`src/rtl/mario_sprite_fetch.sv`:
```
// ---------------------------------------------------------------------------
// mario_sprite_fetch
//   Two-stage pixel fetcher for Mario's sprite. Stage 1 tests whether the
//   beam is inside the SPR_W x SPR_H box and issues the ROM address/pose
//   select. Stage 2 registers the ROM colour with an opacity flag. The pose
//   / walk-animation FSM advances once per frame on frame_start.
//
//   Optional build macro: SPRITE_MIRROR_EN
//     defined   -> only right-facing ROMs; rom_sel[2]=0, column mirrored
//                  when the latched facing_left is set.
//     undefined -> rom_sel[2] selects the separate left-facing ROMs.
//
// Ports
//   Clk, Reset_n       clock, asynchronous active-low reset
//   pixel_en           DrawX/DrawY valid strobe
//   frame_start        start-of-vblank strobe; latches Mario state
//   DrawX, DrawY       beam position
//   MarioX, MarioY     sprite top-left (latched on frame_start)
//   facing_left, walking, jumping   pose controls (latched on frame_start)
//   rom_addr, rom_sel  sprite ROM read address / {left, pose}
//   rom_color          combinational ROM data
//   pix_valid, pix_color, pix_opaque   fetched pixel, 2 cycles after pixel_en
// ---------------------------------------------------------------------------
module mario_sprite_fetch #(
    parameter int          SPR_W       = 20,
    parameter int          SPR_H       = 22,
    parameter int          ADDR_W      = 9,
    parameter logic [11:0] KEY_COLOR   = 12'h808,
    parameter int          WALK_PERIOD = 6
) (
    input  logic              Clk,
    input  logic              Reset_n,
    input  logic              pixel_en,
    input  logic              frame_start,
    input  logic [9:0]        DrawX,
    input  logic [9:0]        DrawY,
    input  logic [9:0]        MarioX,
    input  logic [9:0]        MarioY,
    input  logic              facing_left,
    input  logic              walking,
    input  logic              jumping,
    output logic [ADDR_W-1:0] rom_addr,
    output logic [2:0]        rom_sel,
    input  logic [11:0]       rom_color,
    output logic              pix_valid,
    output logic [11:0]       pix_color,
    output logic              pix_opaque
);

    typedef enum logic [1:0] {
        STAND = 2'd0,
        WALK1 = 2'd1,
        WALK2 = 2'd2,
        JUMP  = 2'd3
    } pose_t;

    localparam int                CNT_W    = (WALK_PERIOD > 1) ? $clog2(WALK_PERIOD) : 1;
    localparam logic [CNT_W-1:0]  CNT_LAST = CNT_W'(WALK_PERIOD - 1);
    localparam logic [ADDR_W-1:0] SPR_W_A  = ADDR_W'(SPR_W);

    // Frame-latched sprite state
    logic [9:0]        r_x, r_y;
    logic              r_left, r_walk, r_jump;
    pose_t             r_pose, w_pose_nxt;
    logic [CNT_W-1:0]  r_cnt, w_cnt_nxt;

    // Pipeline state; r_vld[0] = stage-1 valid, r_vld[1] = output valid
    logic [1:0]        r_vld;
    logic              r_hit_d1;
    logic [ADDR_W-1:0] r_rom_addr;
    logic [2:0]        r_rom_sel;
    logic [11:0]       r_pix_color;
    logic              r_pix_opaque;

    // -----------------------------------------------------------------------
    // Frame latch
    // -----------------------------------------------------------------------
    always_ff @(posedge Clk or negedge Reset_n) begin
        if (!Reset_n) begin
            r_x    <= '0;
            r_y    <= '0;
            r_left <= 1'b0;
            r_walk <= 1'b0;
            r_jump <= 1'b0;
        end else if (frame_start) begin
            r_x    <= MarioX;
            r_y    <= MarioY;
            r_left <= facing_left;
            r_walk <= walking;
            r_jump <= jumping;
        end
    end

    // -----------------------------------------------------------------------
    // Pose FSM: state register
    // -----------------------------------------------------------------------
    always_ff @(posedge Clk or negedge Reset_n) begin
        if (!Reset_n) begin
            r_pose <= STAND;
            r_cnt  <= '0;
        end else begin
            r_pose <= w_pose_nxt;
            r_cnt  <= w_cnt_nxt;
        end
    end

    // The FSM acts on the values being latched this frame_start, not on the
    // previous frame's latched copies.
    logic w_walk_s, w_jump_s;
    assign w_walk_s = frame_start ? walking : r_walk;
    assign w_jump_s = frame_start ? jumping : r_jump;

    always_comb begin
        w_pose_nxt = r_pose;
        w_cnt_nxt  = r_cnt;
        if (frame_start) begin
            if (w_jump_s) begin
                w_pose_nxt = JUMP;
                w_cnt_nxt  = '0;
            end else if (w_walk_s) begin
                case (r_pose)
                    STAND, JUMP: begin
                        w_pose_nxt = WALK1;
                        w_cnt_nxt  = '0;
                    end
                    default: begin
                        // Counter at its last value means this frame toggles.
                        if (r_cnt == CNT_LAST) begin
                            w_pose_nxt = (r_pose == WALK1) ? WALK2 : WALK1;
                            w_cnt_nxt  = '0;
                        end else begin
                            w_cnt_nxt = r_cnt + 1'b1;
                        end
                    end
                endcase
            end else begin
                w_pose_nxt = STAND;
                w_cnt_nxt  = '0;
            end
        end
    end

    // -----------------------------------------------------------------------
    // Stage 1: box test and ROM address
    // -----------------------------------------------------------------------
    // 11-bit compares so a box hanging past column/row 1023 clips, not wraps.
    logic [10:0]       w_dx, w_dy, w_x, w_y;
    logic              w_hit;
    logic [ADDR_W-1:0] w_rel_x, w_rel_y, w_col_x, w_addr;
    logic [2:0]        w_sel;

    assign w_dx  = {1'b0, DrawX};
    assign w_dy  = {1'b0, DrawY};
    assign w_x   = {1'b0, r_x};
    assign w_y   = {1'b0, r_y};
    assign w_hit = (w_dx >= w_x) && (w_dx < w_x + 11'(SPR_W)) &&
                   (w_dy >= w_y) && (w_dy < w_y + 11'(SPR_H));

    // Offsets only matter on a hit, where they are below SPR_W/SPR_H.
    assign w_rel_x = ADDR_W'(DrawX - r_x);
    assign w_rel_y = ADDR_W'(DrawY - r_y);

`ifdef SPRITE_MIRROR_EN
    assign w_col_x = r_left ? (SPR_W_A - 1'b1 - w_rel_x) : w_rel_x;
    assign w_sel   = {1'b0, r_pose};
`else
    assign w_col_x = w_rel_x;
    assign w_sel   = {r_left, r_pose};
`endif

    assign w_addr = w_rel_y * SPR_W_A + w_col_x;

    always_ff @(posedge Clk or negedge Reset_n) begin
        if (!Reset_n) begin
            r_rom_addr <= '0;
            r_rom_sel  <= '0;
            r_hit_d1   <= 1'b0;
        end else if (pixel_en) begin
            r_rom_addr <= w_hit ? w_addr : '0;
            r_rom_sel  <= w_sel;
            r_hit_d1   <= w_hit;
        end
    end

    // -----------------------------------------------------------------------
    // Stage 2: colour capture (holds between valid pixels)
    // -----------------------------------------------------------------------
    always_ff @(posedge Clk or negedge Reset_n) begin
        if (!Reset_n) begin
            r_vld        <= '0;
            r_pix_color  <= '0;
            r_pix_opaque <= 1'b0;
        end else begin
            r_vld <= {r_vld[0], pixel_en};
            if (r_vld[0]) begin
                r_pix_color  <= r_hit_d1 ? rom_color : 12'h000;
                r_pix_opaque <= r_hit_d1 && (rom_color != KEY_COLOR);
            end
        end
    end

    assign rom_addr   = r_rom_addr;
    assign rom_sel    = r_rom_sel;
    assign pix_valid  = r_vld[1];
    assign pix_color  = r_pix_color;
    assign pix_opaque = r_pix_opaque;

endmodule

```
`config.mk`:
```
export PLATFORM = sky130hd
export DESIGN_NAME = mario_sprite_fetch
export DESIGN_NICKNAME = d
export VERILOG_FILES = /design/src/rtl/mario_sprite_fetch.sv
export SDC_FILE = /design/constraint.sdc
export NUM_CORES = 1
export LEC_CHECK = 0
export CORE_MARGIN = 5
export CORE_UTILIZATION = 30
export DETAILED_ROUTE_END_ITERATION = 10
export DONT_BUFFER_PORTS = 1
export PLACE_DENSITY = 0.45
export SETUP_SLACK_MARGIN = 0.4
export SYNTH_ARGS = -nofsm -noshare
export SYNTH_HDL_FRONTEND = slang
export SYNTH_SLANG_ARGS = --single-unit
export TNS_END_PERCENT = 50
```
`constraint.sdc`:
```
create_clock -name Clk -period 3.4 [get_ports Clk]
set_input_delay 0.68 -clock Clk [delete_from_list [all_inputs] [get_ports Clk]]
set_output_delay 0.68 -clock Clk [all_outputs]
set_load 0.03 [all_outputs]
```
==> run metrics <==
count leader, synth dfrtp_1; Crit. Startpoint r_y[1]; fmax between 200 and 300 MHz; largest net degree at the start of global routing 57; nets approximately 570; vias in the first global route approximately 3,200; Ports 85; port buffer count 0; die footprint 15,700 µm²; Switching Power 1190 µW; H-tree depth 2; Layout Skew ~0.011 ns; clock transition at the registers of the reported paths 0.08 ns; synthesized instance count 410; Sink Count 56; number of flops mapped to enable cells by yosys 0; Antenna diodes 0; combinational cell fraction of total power a little over half; Synth Warn # 0; Setup-failing EPs final 3; Total Routed Length about 10,000 µm; post-placement setup slack -0.763 ns; Clk pwr share 18.1%; remaining antenna violation count 0; post-layout minimum cycle time 3.79 ns; GRT Total Usage 13.3%; row count 42; critical path peak fanout 2; Reg2Reg Launch Point r_y[1]; max-slew violations 0; Most used DFF post-synth dfrtp_1; Synth cell types 44; internal power between 1500 and 2000 µW; initial antenna violation count 1; CTS max path bufs 2; DR pass1 iterations 4; via count 2,972; Worst-Margin Slew 0.722 ns; Synth-to-Final Area Change 21.7%; clk_lat worst skew 0.31 ns; Setup WS post-layout -0.390 ns; RSZ-0062 raised after global routing true; GR Util met2 between 20% and 30%; syn nets 534; Mapped Area 3990 µm²; Synth area leaders dfrtp_1, ha_1, o21ai_0; final hold violation count 0; post-synthesis sequential area ratio 35.2%; GR Util met1 between 10% and 20%; worst hold path class in2async; dpl hpwl 7730 µm; vias per inst 4.79; top cell type's share of synthesized area 35.2%; PD cells 651 nW/µm²; CP Cell Sequence inv_2 -> ha_4 -> a21o_1 -> a21o_1 -> xor2_1 -> ha_1 -> ha_4 -> fa_2 -> xor2_2 -> fa_2 -> xnor2_2 -> xnor2_1 -> xnor2_1 -> xnor3_1 -> xnor2_1 -> o32ai_2; Crit path top cell by count xnor2_1; GR Util met3 4.99%; Sw Ratio 37.7%; post-synthesis register bit count 56; failing checks setup timing; post-synthesis async set-or-reset flop share 100%; core area approximately 13,000 µm²; crit share post-route 111%; Max VDD drop 335 µV; Clock Root Buffer clkbuf_16; total CTS buffers 5; chip width roughly 130 µm; Post-synth top cells dfrtp_1, ha_1, inv_1; endpoint type of the worst setup path register; global routing's busiest layer met2; crit path kind reg2reg; placer congestion estimate 0.815; Worst Path Arrival roughly 4 ns; CTS tree done; Slew HR approximately half; First DRT Iteration DRCs 134; Startpoint Class register; final hold slack 0.0519 ns; Reg power frac 27.5%; global-route wire length before repair 16,700 µm; share of layout cells above drive strength 1 20.3%; cell leakage power roughly 0.0022 µW; max-cap violations 0; hold buffers post-CTS 0; syn_area_per_cell 9.72 µm²; reg-to-reg slack, setup -0.39 ns; Die Y 125 µm; initial core utilization roughly 30%; drc violations 0; GRT overflow 0; outcome complete, but fails checks; wire per inst 16.2 µm; critical path's slowest cell dfrtp_1; WP data required around 3.6 ns; Largest stage delay, worst path 0.40 ns; biggest area consumer among synthesized cells dfrtp_1
## what timing repair did
action	in CTS	in global routing
setup buffers	8	2
gates resized for setup	15	14
endpoints found under the setup margin	10	10
pin swaps	19	6
cloned	0	0
## layer usage
metal  routed length, µm  share of wire [%]
met2                4670                 47
met3                 705                7.0
met5                   7              0.070
met1                4490                 45
met4                 152                1.5
## metrics by stage
stage               TNS, ns  util (%)  power (µW)  area, µm²  instances
floorplan             -1.21         -        1960       4080        410
global placement      -1.80      33.9        2350       4450        602
detailed placement    -1.99      33.9        2370       4450        602
CTS                   -1.01      36.1        3170       4750        618
global route          -1.56      36.9        3440       4850        620
finish               -0.962      36.9        3160       4850        620
## cells in the final DEF, fill, tap and decap left out, types with 8 or more instances in the layout
master / synthesis / final
a21oi_1: 13 / 12
ha_1: 55 / 47
nor2_1: 15 / 14
inv_1: 54 / 51
dfrtp_1: 56 / 56
xnor2_1: 19 / 17
o21ai_0: 46 / 45
nand3_1: 16 / 16
buf_4: 1 / 31
nand2_1: 31 / 31
a21o_1: 8 / 8
## layout make-up
cell class,count,area [µm²]
fill,1342,8290
clock buffer,5,125
sequential,56,1400
timing repair buffer,36,298
tap,176,220
clock inverter,3,27.5
multi-input combinational,290,2560
inverter,54,215
## registers in the layout, summed over array words and instances (netlist names)
signal	count
r_y	10
r_left	1
r_x	10
pix_opaque	1
r_hit_d1	1
r_walk	1
pix_color	12
r_cnt	3
rom_sel	3
rom_addr	9
r_pose	2
r_jump	1
r_vld	2
## power by group through the flow
| stage | Combinational, µW | Clock (µW) | Sequential, µW |
|---|---|---|---|
| 5_1_grt | 1940 | 622 | 882 |
| 4_1_cts | 1690 | 606 | 872 |
| 2_1_floorplan | 1110 | 0 | 857 |
| 3_3_place_gp | 1460 | 0 | 884 |
| 3_5_place_dp | 1480 | 0 | 885 |
| 6_report | 1720 | 570 | 869 |
## path summary, 6_finish.rpt
kind | end | cells after the start
max | rom_addr[8] | 16
min | rom_addr[0] | 0
max reg2reg | rom_addr[8] | 16
min reg2reg | r_cnt[2] | 1
max in group asynchronous | r_y[3] | 0
min in group Clk | r_vld[0] | 0
## critical path, delay by kind of cell, from the launching register on
family                     cells  cell delay [ns]
adders and majority gates      5             1.49
xor gates and xnor gates       7             1.20
DFF                            1             0.40
AOI/OAI and AO/OA              3             0.54
buffers and inverters          1             0.10
## cell families after synthesis
| logic type | Yosys count | share of synthesized area (%) |
|---|---|---|
| XOR/XNOR | 28 | 6.50 |
| multiplexers | 9 | 2.48 |
| AO/OA/AOI/OAI | 99 | 16.9 |
| AND/OR/NAND/NOR | 89 | 10.5 |
| buffers and inverters | 64 | 6.12 |
| flip-flops | 56 | 35.2 |
| adder cells (fa/ha/maj) | 65 | 22.3 |
No activity file was read; power rests on OpenSTA's default activity.
